### src/rtl/exec_wb.sv
// Execute/write-back stage: one ALU or shift operation per request, with the result
// and its condition codes handed to the register file through a one-cycle write strobe.
module exec_wb #(
  parameter int unsigned SERIAL_SHIFT = 1
) (
  input  logic        clk,
  input  logic        rst,
  input  logic        start,
  input  logic [1:0]  op,
  input  logic        imm_sel,
  input  logic [4:0]  imm5,
  input  logic [1:0]  shf_mode,
  input  logic [3:0]  amount,
  input  logic [2:0]  dst,
  input  logic [15:0] sr1_val,
  input  logic [15:0] sr2_val,
  output logic        ready,
  output logic        take_data,
  output logic [2:0]  dr,
  output logic [15:0] dr_in,
  output logic [2:0]  nzp,
  output logic [1:0]  state_dbg
);

  typedef enum logic [1:0] {
    IDLE  = 2'd0,
    SHIFT = 2'd1,
    WB    = 2'd2
  } state_t;

  localparam logic [1:0] OP_ADD = 2'b00;
  localparam logic [1:0] OP_AND = 2'b01;
  localparam logic [1:0] OP_XOR = 2'b10;
  localparam logic [1:0] M_LSHF = 2'b00;
  localparam logic [1:0] M_RSHA = 2'b11;

  state_t      state_q, state_d;
  logic [15:0] val_q, val_d;
  logic [3:0]  cnt_q, cnt_d;
  logic [1:0]  mode_q, mode_d;
  logic [2:0]  dst_q, dst_d;
  logic        take_q, take_d;
  logic [2:0]  dr_q, dr_d;
  logic [15:0] dr_in_q, dr_in_d;
  logic [2:0]  nzp_q, nzp_d;
  logic [15:0] opb;

  function automatic logic [15:0] shift_one(input logic [15:0] v, input logic [1:0] m);
    if (m == M_LSHF)      return {v[14:0], 1'b0};
    else if (m == M_RSHA) return {v[15], v[15:1]};
    else                  return {1'b0, v[15:1]};
  endfunction

  function automatic logic [15:0] shift_full(input logic [15:0] v, input logic [1:0] m,
                                             input logic [3:0] n);
    if (m == M_LSHF)      return v << n;
    else if (m == M_RSHA) return 16'($signed(v) >>> n);
    else                  return v >> n;
  endfunction

  function automatic logic [2:0] cond_codes(input logic [15:0] r);
    if (r[15])           return 3'b100;
    else if (r == 16'd0) return 3'b010;
    else                 return 3'b001;
  endfunction

  assign opb = imm_sel ? {{11{imm5[4]}}, imm5} : sr2_val;

  always_comb begin
    state_d = state_q;
    val_d   = val_q;
    cnt_d   = cnt_q;
    mode_d  = mode_q;
    dst_d   = dst_q;
    take_d  = 1'b0;
    dr_d    = dr_q;
    dr_in_d = dr_in_q;
    nzp_d   = nzp_q;
    case (state_q)
      IDLE: begin
        if (start) begin
          dst_d   = dst;
          mode_d  = shf_mode;
          state_d = WB;
          case (op)
            OP_ADD: val_d = sr1_val + opb;
            OP_AND: val_d = sr1_val & opb;
            OP_XOR: val_d = sr1_val ^ opb;
            default: begin
              // Serial shifts step the raw operand; everything else lands in WB finished.
              if (SERIAL_SHIFT != 0 && amount != 4'd0) begin
                val_d   = sr1_val;
                cnt_d   = amount;
                state_d = SHIFT;
              end else begin
                val_d = shift_full(sr1_val, shf_mode, amount);
              end
            end
          endcase
        end
      end
      SHIFT: begin
        val_d = shift_one(val_q, mode_q);
        cnt_d = cnt_q - 4'd1;
        if (cnt_q == 4'd1) state_d = WB;
      end
      WB: begin
        take_d  = 1'b1;
        dr_d    = dst_q;
        dr_in_d = val_q;
        nzp_d   = cond_codes(val_q);
        state_d = IDLE;
      end
      default: state_d = IDLE;
    endcase
  end

  always_ff @(posedge clk) begin
    if (rst) begin
      state_q <= IDLE;
      val_q   <= 16'd0;
      cnt_q   <= 4'd0;
      mode_q  <= 2'd0;
      dst_q   <= 3'd0;
      take_q  <= 1'b0;
      dr_q    <= 3'd0;
      dr_in_q <= 16'd0;
      nzp_q   <= 3'b010;
    end else begin
      state_q <= state_d;
      val_q   <= val_d;
      cnt_q   <= cnt_d;
      mode_q  <= mode_d;
      dst_q   <= dst_d;
      take_q  <= take_d;
      dr_q    <= dr_d;
      dr_in_q <= dr_in_d;
      nzp_q   <= nzp_d;
    end
  end

  assign ready     = (state_q == IDLE);
  assign take_data = take_q;
  assign dr        = dr_q;
  assign dr_in     = dr_in_q;
  assign nzp       = nzp_q;
  assign state_dbg = state_q;

endmodule

### config.mk
export PLATFORM = sky130hd
export DESIGN_NAME = exec_wb
export DESIGN_NICKNAME = d
export VERILOG_FILES = /design/src/rtl/exec_wb.sv
export SDC_FILE = /design/constraint.sdc
export NUM_CORES = 1
export LEC_CHECK = 0
export BUFFER_PORTS_ARGS = -buffer_cell sky130_fd_sc_hd__buf_2
export CAP_MARGIN = 10
export CORE_MARGIN = 5
export CORE_UTILIZATION = 51
export CTS_CLUSTER_SIZE = 10
export DETAILED_ROUTE_END_ITERATION = 10
export PLACE_DENSITY = 0.78
export SLEW_MARGIN = 40
export SYNTH_ARGS = -nofsm -noshare
export SYNTH_HDL_FRONTEND = slang
export SYNTH_SLANG_ARGS = --single-unit
### constraint.sdc
create_clock -name clk -period 2.5 [get_ports clk]
set_input_delay 0.25 -clock clk [delete_from_list [all_inputs] [get_ports clk]]
set_output_delay 0.25 -clock clk [all_outputs]
set_load 0.05 [all_outputs]
## Word level (Yosys, flattened, before mapping)

Cells that the tools add are included.

- Equal/unequal tests: 12
- Shift-type cells: 3
- Bitwise operators: 2
- Mux-type cells: 21
- Reduce and logical (&&, ||, !) cells: 13
- Add/sub/neg operators: 2

Operator list:

| operator | count |
|---|---|
| 16-bit 2-to-1 mux | 7 |
| 16-bit one-hot mux with 3 select lines | 1 |
| 16-bit one-hot mux with 2 select lines | 1 |
| 16-bit adder | 1 |
| 16-bit AND | 1 |
| 16-bit logical NOT | 1 |
| 16-bit by 4-bit left shift with 16-bit output | 1 |
| 16-bit by 4-bit >> shifter with 16-bit output | 1 |
| 16-bit by 4-bit >>> shifter with 16-bit output | 1 |
| 16-bit bitwise XOR | 1 |
| 4-bit 2-to-1 mux | 3 |
| 2-bit 2-to-1 mux | 5 |
| 2-bit == test, second input constant | 4 |
| 2-bit logical NOT | 4 |
| 4-bit one-hot mux with 2 select lines | 1 |
| 2-bit inequality test, second input constant | 3 |
| 2-bit AND reduction | 3 |
| 2-bit by 1-bit == test with 1-bit output, second input constant | 2 |
| 4-bit by 1-bit == test with 1-bit output, second input constant | 1 |
| 2-bit one-hot mux with 2 select lines | 1 |
| 4-bit AND reduction | 1 |
| 4-bit nonzero test | 1 |
| 4-bit by 1-bit subtractor with 4-bit output, second input constant | 1 |
| 3-bit 2-to-1 mux | 1 |
| other kinds (6) | 6 |

- Register bits after elaboration: 50

## Depth between registers and ports, before layout

- Depth in word-level cells: 7
- Mapped depth: 11
- Mapped depth without buffers: 9

## Worst setup path after synthesis

Ideal clock, no wire load.

- Kind: input to register
- From: input port imm_sel
- To: register val_q[10]
- Cell stages on the path: 10
- Buffers on the path: 1
- Slack: -0.043 ns
- Arrival time: 2.463 ns
- Required time: 2.421 ns
- Setup time: 0.079 ns
- Path through: clkbuf_1 -> mux2_2 -> ha_1 -> fa_1 -> a211oi_1 -> o211ai_1 -> a41oi_1 -> xnor2_1 -> a21oi_1 -> a211oi_2

- Longest elaborated chain between the ends: 5
- Elaborated cells on any way between the ends: 7
- Classes of those cells: 1 x add/sub; 4 x mux; 2 x bitwise

RTL lines:

| what | line | text |
|---|---|---|
| start, declared | 10 | `input logic imm_sel,` |
| 16-bit 2-to-1 mux * | 67 | `assign opb = imm_sel ? {{11{imm5[4]}}, imm5} : sr2_val;` |
| 16-bit adder, or another cell as far along | 86 | `OP_ADD: val_d = sr1_val + opb;` |
| 16-bit one-hot mux with 3 select lines * | 85 | `case (op)` |
| 16-bit 2-to-1 mux * | 81 | `if (start) begin` |
| 16-bit one-hot mux with 2 select lines * | 79 | `case (state_q)` |
| end signal, assigned | 131 | `val_q <= val_d;` |
| end, declared | 38 | `logic [15:0] val_q, val_d;` |

Mark *: on every way between the ends. The rest lies on a longest branch, timed or not. The select of a mux whose other input is x is not followed.
A chain may end at the register's enable or synchronous reset.

## Worst setup path after layout

- From: input port imm_sel
- To: register val_q[14]

Same word-level chain as after synthesis.

==> out/qor.csv <==
stage,metric,value,unit
layout,area of the multi-input gates,2890,um^2
timing,final cycle utilization of the critical path,0.938,
synthesis,main combinational cell family by area after synthesis,compound AO/OA/AOI/OAI gates,
synthesis,Yosys reg bits,49,
placement,dpl hpwl,9420,um
layout,share of post-route cells with drive strength above 1,0.251,
synthesis,"Async S/R FF share, synth",0,
route,drt drc,0,
route,wire length per cell,17.6,um
critical_path,"slowest stage cell, crit path",o211ai_1,
synthesis,post-synthesis compound-gate area fraction,0.278,
layout,Post-layout nets,659,
clocking,Post-CTS Setup Inserts,0,
route,WL final,12200,um
timing,Worst Tran Pin Value,665,ps
synthesis,adder-cell share of the synthesized area,0.0591,
clocking,clock sink total,49,
global_routing,first-pass GRT wire length,20100,um
layout,antenna cells,0,
clocking,CTS-repair resized insts,0,
power_and_ir_drop,pwr dens,484,nW/um^2
synthesis,top post-synthesis cells by area,"dfxtp_1 (24%), mux2i_1 (8.4%), nand2_1 (6.9%)",
timing,TNS Setup,0,ps
critical_path,Setup crit start kind,input pin,
critical_path,"Largest stage delay, worst path",410,ps
clocking,clock transition at the registers of the reported paths,100,ps
global_routing,grt ovf,0,
route,Initial DRC Count,415,
synthesis,Synth Cell Area,4150,um^2
timing,worst hold margin,166,ps
floorplanning,Die W,100,um
global_routing,vias in the first global route,4029,
synthesis,"area fraction in and, or, nand and nor cells after synthesis",0.171,
worst_hold_path,Worst Hold Launch,dst[0],
placement,placed insts,683,
clocking,Clock Path Buffers,2,
route,Antenna Violating Nets Remaining,0,
route,Vias,4228,
critical_path,reg2reg start,state_dbg[0],
global_routing,Tot GR Track Use,0.245,
clocking,"Hold-fix buffers, CTS",0,
global_routing,pin count of the biggest net entering global routing,42,
worst_hold_path,HP Class,in2reg,
clocking,Skew-Pair Late Insertion Delay,310,ps
route,DR vias/cell,6.12,
worst_hold_path,cell depth of the worst hold path,3,
synthesis,Syn Inst Count,517,
synthesis,Syn Area/Cell,8.02,um^2
global_routing,initial antenna violation count,0,
floorplanning,row count,32,
synthesis,synth cell count leaders,"nand2_1 (76), a21oi_1 (55), dfxtp_1 (49), mux2i_1 (35), nor2_1 (34)",
timing,"Hold Violations, Final",0,
timing,Final setup viols,0,
power_and_ir_drop,peak supply drop,0.290,mV
synthesis,Yosys warning total,0,
synthesis,XOR/XNOR Fraction of Synth Area,0.0127,
synthesis,"EDFF count, synth",0,
flow_run,Max Cap Viol,0,
critical_path,reg2reg setup slack,450,ps
critical_path,WP data required,2760,ps
critical_path,"Cell Chain, Critical Path","buf_2, buf_4, mux2_2, ha_1, o21ai_0, o211ai_1, a31oi_1, o21ai_0, mux2_2, nand2_1",
critical_path,reg-to-reg endpoint,val_q[4],
critical_path,worst-path fanout max,15,
layout,Seq. cell area,981,um^2
timing,Worst Clk Skew,14.9,ps
layout,Non-Filler Instances,691,
synthesis,"area leader, netlist",dfxtp_1,
timing,Slew headroom,0.556,
route,drt pass-1 iters,5,
synthesis,post-synthesis mux area share,0.175,
clocking,CTS tree,built,
synthesis,Mapped Nets,588,
power_and_ir_drop,Pleak,2.03,nW
timing,minimum clock period,2340,ps
placement,gpl congestion,0.932,
power_and_ir_drop,Power Total,2.31,mW
critical_path,Crit Path Class,in2reg,
layout,fill count,737,
clocking,H-tree levels,2,
timing,Slew Limit Fails,0,
critical_path,CP startpoint,imm_sel,
run_status,status,finished clean,
synthesis,Synth Flop Type,dfxtp_1,
floorplanning,initial core utilization,0.531,
critical_path,Setup crit end kind,register,
floorplanning,core footprint,7810,um^2
floorplanning,boundary pin count,78,
synthesis,part of the Yosys area used for sequential elements,0.237,
synthesis,share of the synthesized area in the top cell type,0.237,
clocking,cts bufs inserted,5,
placement,I/O Buffers,77,
floorplanning,die height,100,um
critical_path,WP data arrival,2610,ps
clocking,clock root buffer,clkbuf_8,
worst_hold_path,WHS Endpoint,dst_q[0],
synthesis,most frequent cell after synthesis,nand2_1,
synthesis,Synth cell types,69,
timing,RSZ-0062 raised after global routing,false,
critical_path,reg2reg path depth,7,
timing,fmax,0.427,GHz
layout,Area Growth Syn to Fin,14.9,%
floorplanning,die area,10000,um^2
## layout by cell type, fill, tap and decap left out, types with 4 or more instances in the layout
| cell | count |
|---|---|
| a211oi_1 | 10 |
| a21o_1 | 5 |
| a21oi_1 | 55 |
| a221oi_1 | 8 |
| buf_2 | 77 |
| buf_4 | 26 |
| clkbuf_8 | 5 |
| dfxtp_1 | 49 |
| ha_1 | 18 |
| inv_1 | 19 |
| mux2_2 | 14 |
| mux2i_1 | 35 |
| mux4_1 | 4 |
| mux4_2 | 5 |
| nand2_1 | 76 |
| nand2b_1 | 4 |
| nand3_1 | 5 |
| nor2_1 | 33 |
| nor2b_1 | 7 |
| nor3_1 | 6 |
| nor4_1 | 4 |
| o211ai_1 | 11 |
| o21ai_0 | 30 |
| o22ai_1 | 6 |
| xnor2_1 | 5 |
## flip-flops by register name (all words and copies together), names as in the netlist
register and flops:
cnt_q 4, dr 3, dr_in 16, dst_q 3, mode_q 2, nzp 2
state_dbg 2, take_data 1, val_q 16
## critical path, delay by kind of cell
family / cells / cell delay, ps
AO/OA/AOI/OAI: 4 / 940
multiplexers: 2 / 720
adder cells (fa/ha/maj): 1 / 350
buffers and inverters: 2 / 280
AND/OR/NAND/NOR: 1 / 60
## stage by stage
stage,setup WS (ps),utilization,area (um^2)
global placement,-163,0.598,4670
floorplan,49.9,-,4150
finish,156,0.610,4760
CTS,111,0.609,4760
detailed placement,-188,0.598,4670
global route,26.4,0.610,4760
## power by group
part | leakage (nW) | switching [mW] | internal (mW)
combinational | 1.59 | 0.540 | 0.386
sequential | 0.401 | 0.0658 | 0.837
clock | 0.0445 | 0.279 | 0.199
total | 2.03 | 0.884 | 1.42
## final cells by class
| type | instances | share of cell area |
|---|---|---|
| Timing Repair Buffer | 104 | 0.126 |
| Clock buffer | 5 | 0.0144 |
| Sequential cell | 49 | 0.206 |
| Multi-Input combinational cell | 409 | 0.607 |
| Inverter | 19 | 0.0150 |
| Clock inverter | 3 | 0.00446 |
| Tap cell | 102 | 0.0268 |
## worst max-delay path by stage
stage	cells past startpoint	slack, ps	to
global route	10	30	val_q[14]
floorplan	10	50	val_q[10]
detailed placement	11	-190	val_q[2]
finish	10	160	val_q[14]
global placement	11	-160	val_q[2]
CTS	11	110	val_q[2]
## metal layers
metal,track usage,vias to the layer above,share of wire
met2,0.407,175,0.46
met5,0,-,0
met4,0.0767,0,0.024
met3,0.0202,20,0.061
li1,-,2054,-
met1,0.337,1979,0.45
## kinds of logic after synthesis
group	count (synthesis)
and+or+nand+nor	155
buffers and inverters	59
xor gates and xnor gates	6
DFF	49
muxes	58
AOI/OAI and AO/OA	171
adders and majority gates	19
(Power assumes the default switching activity.)
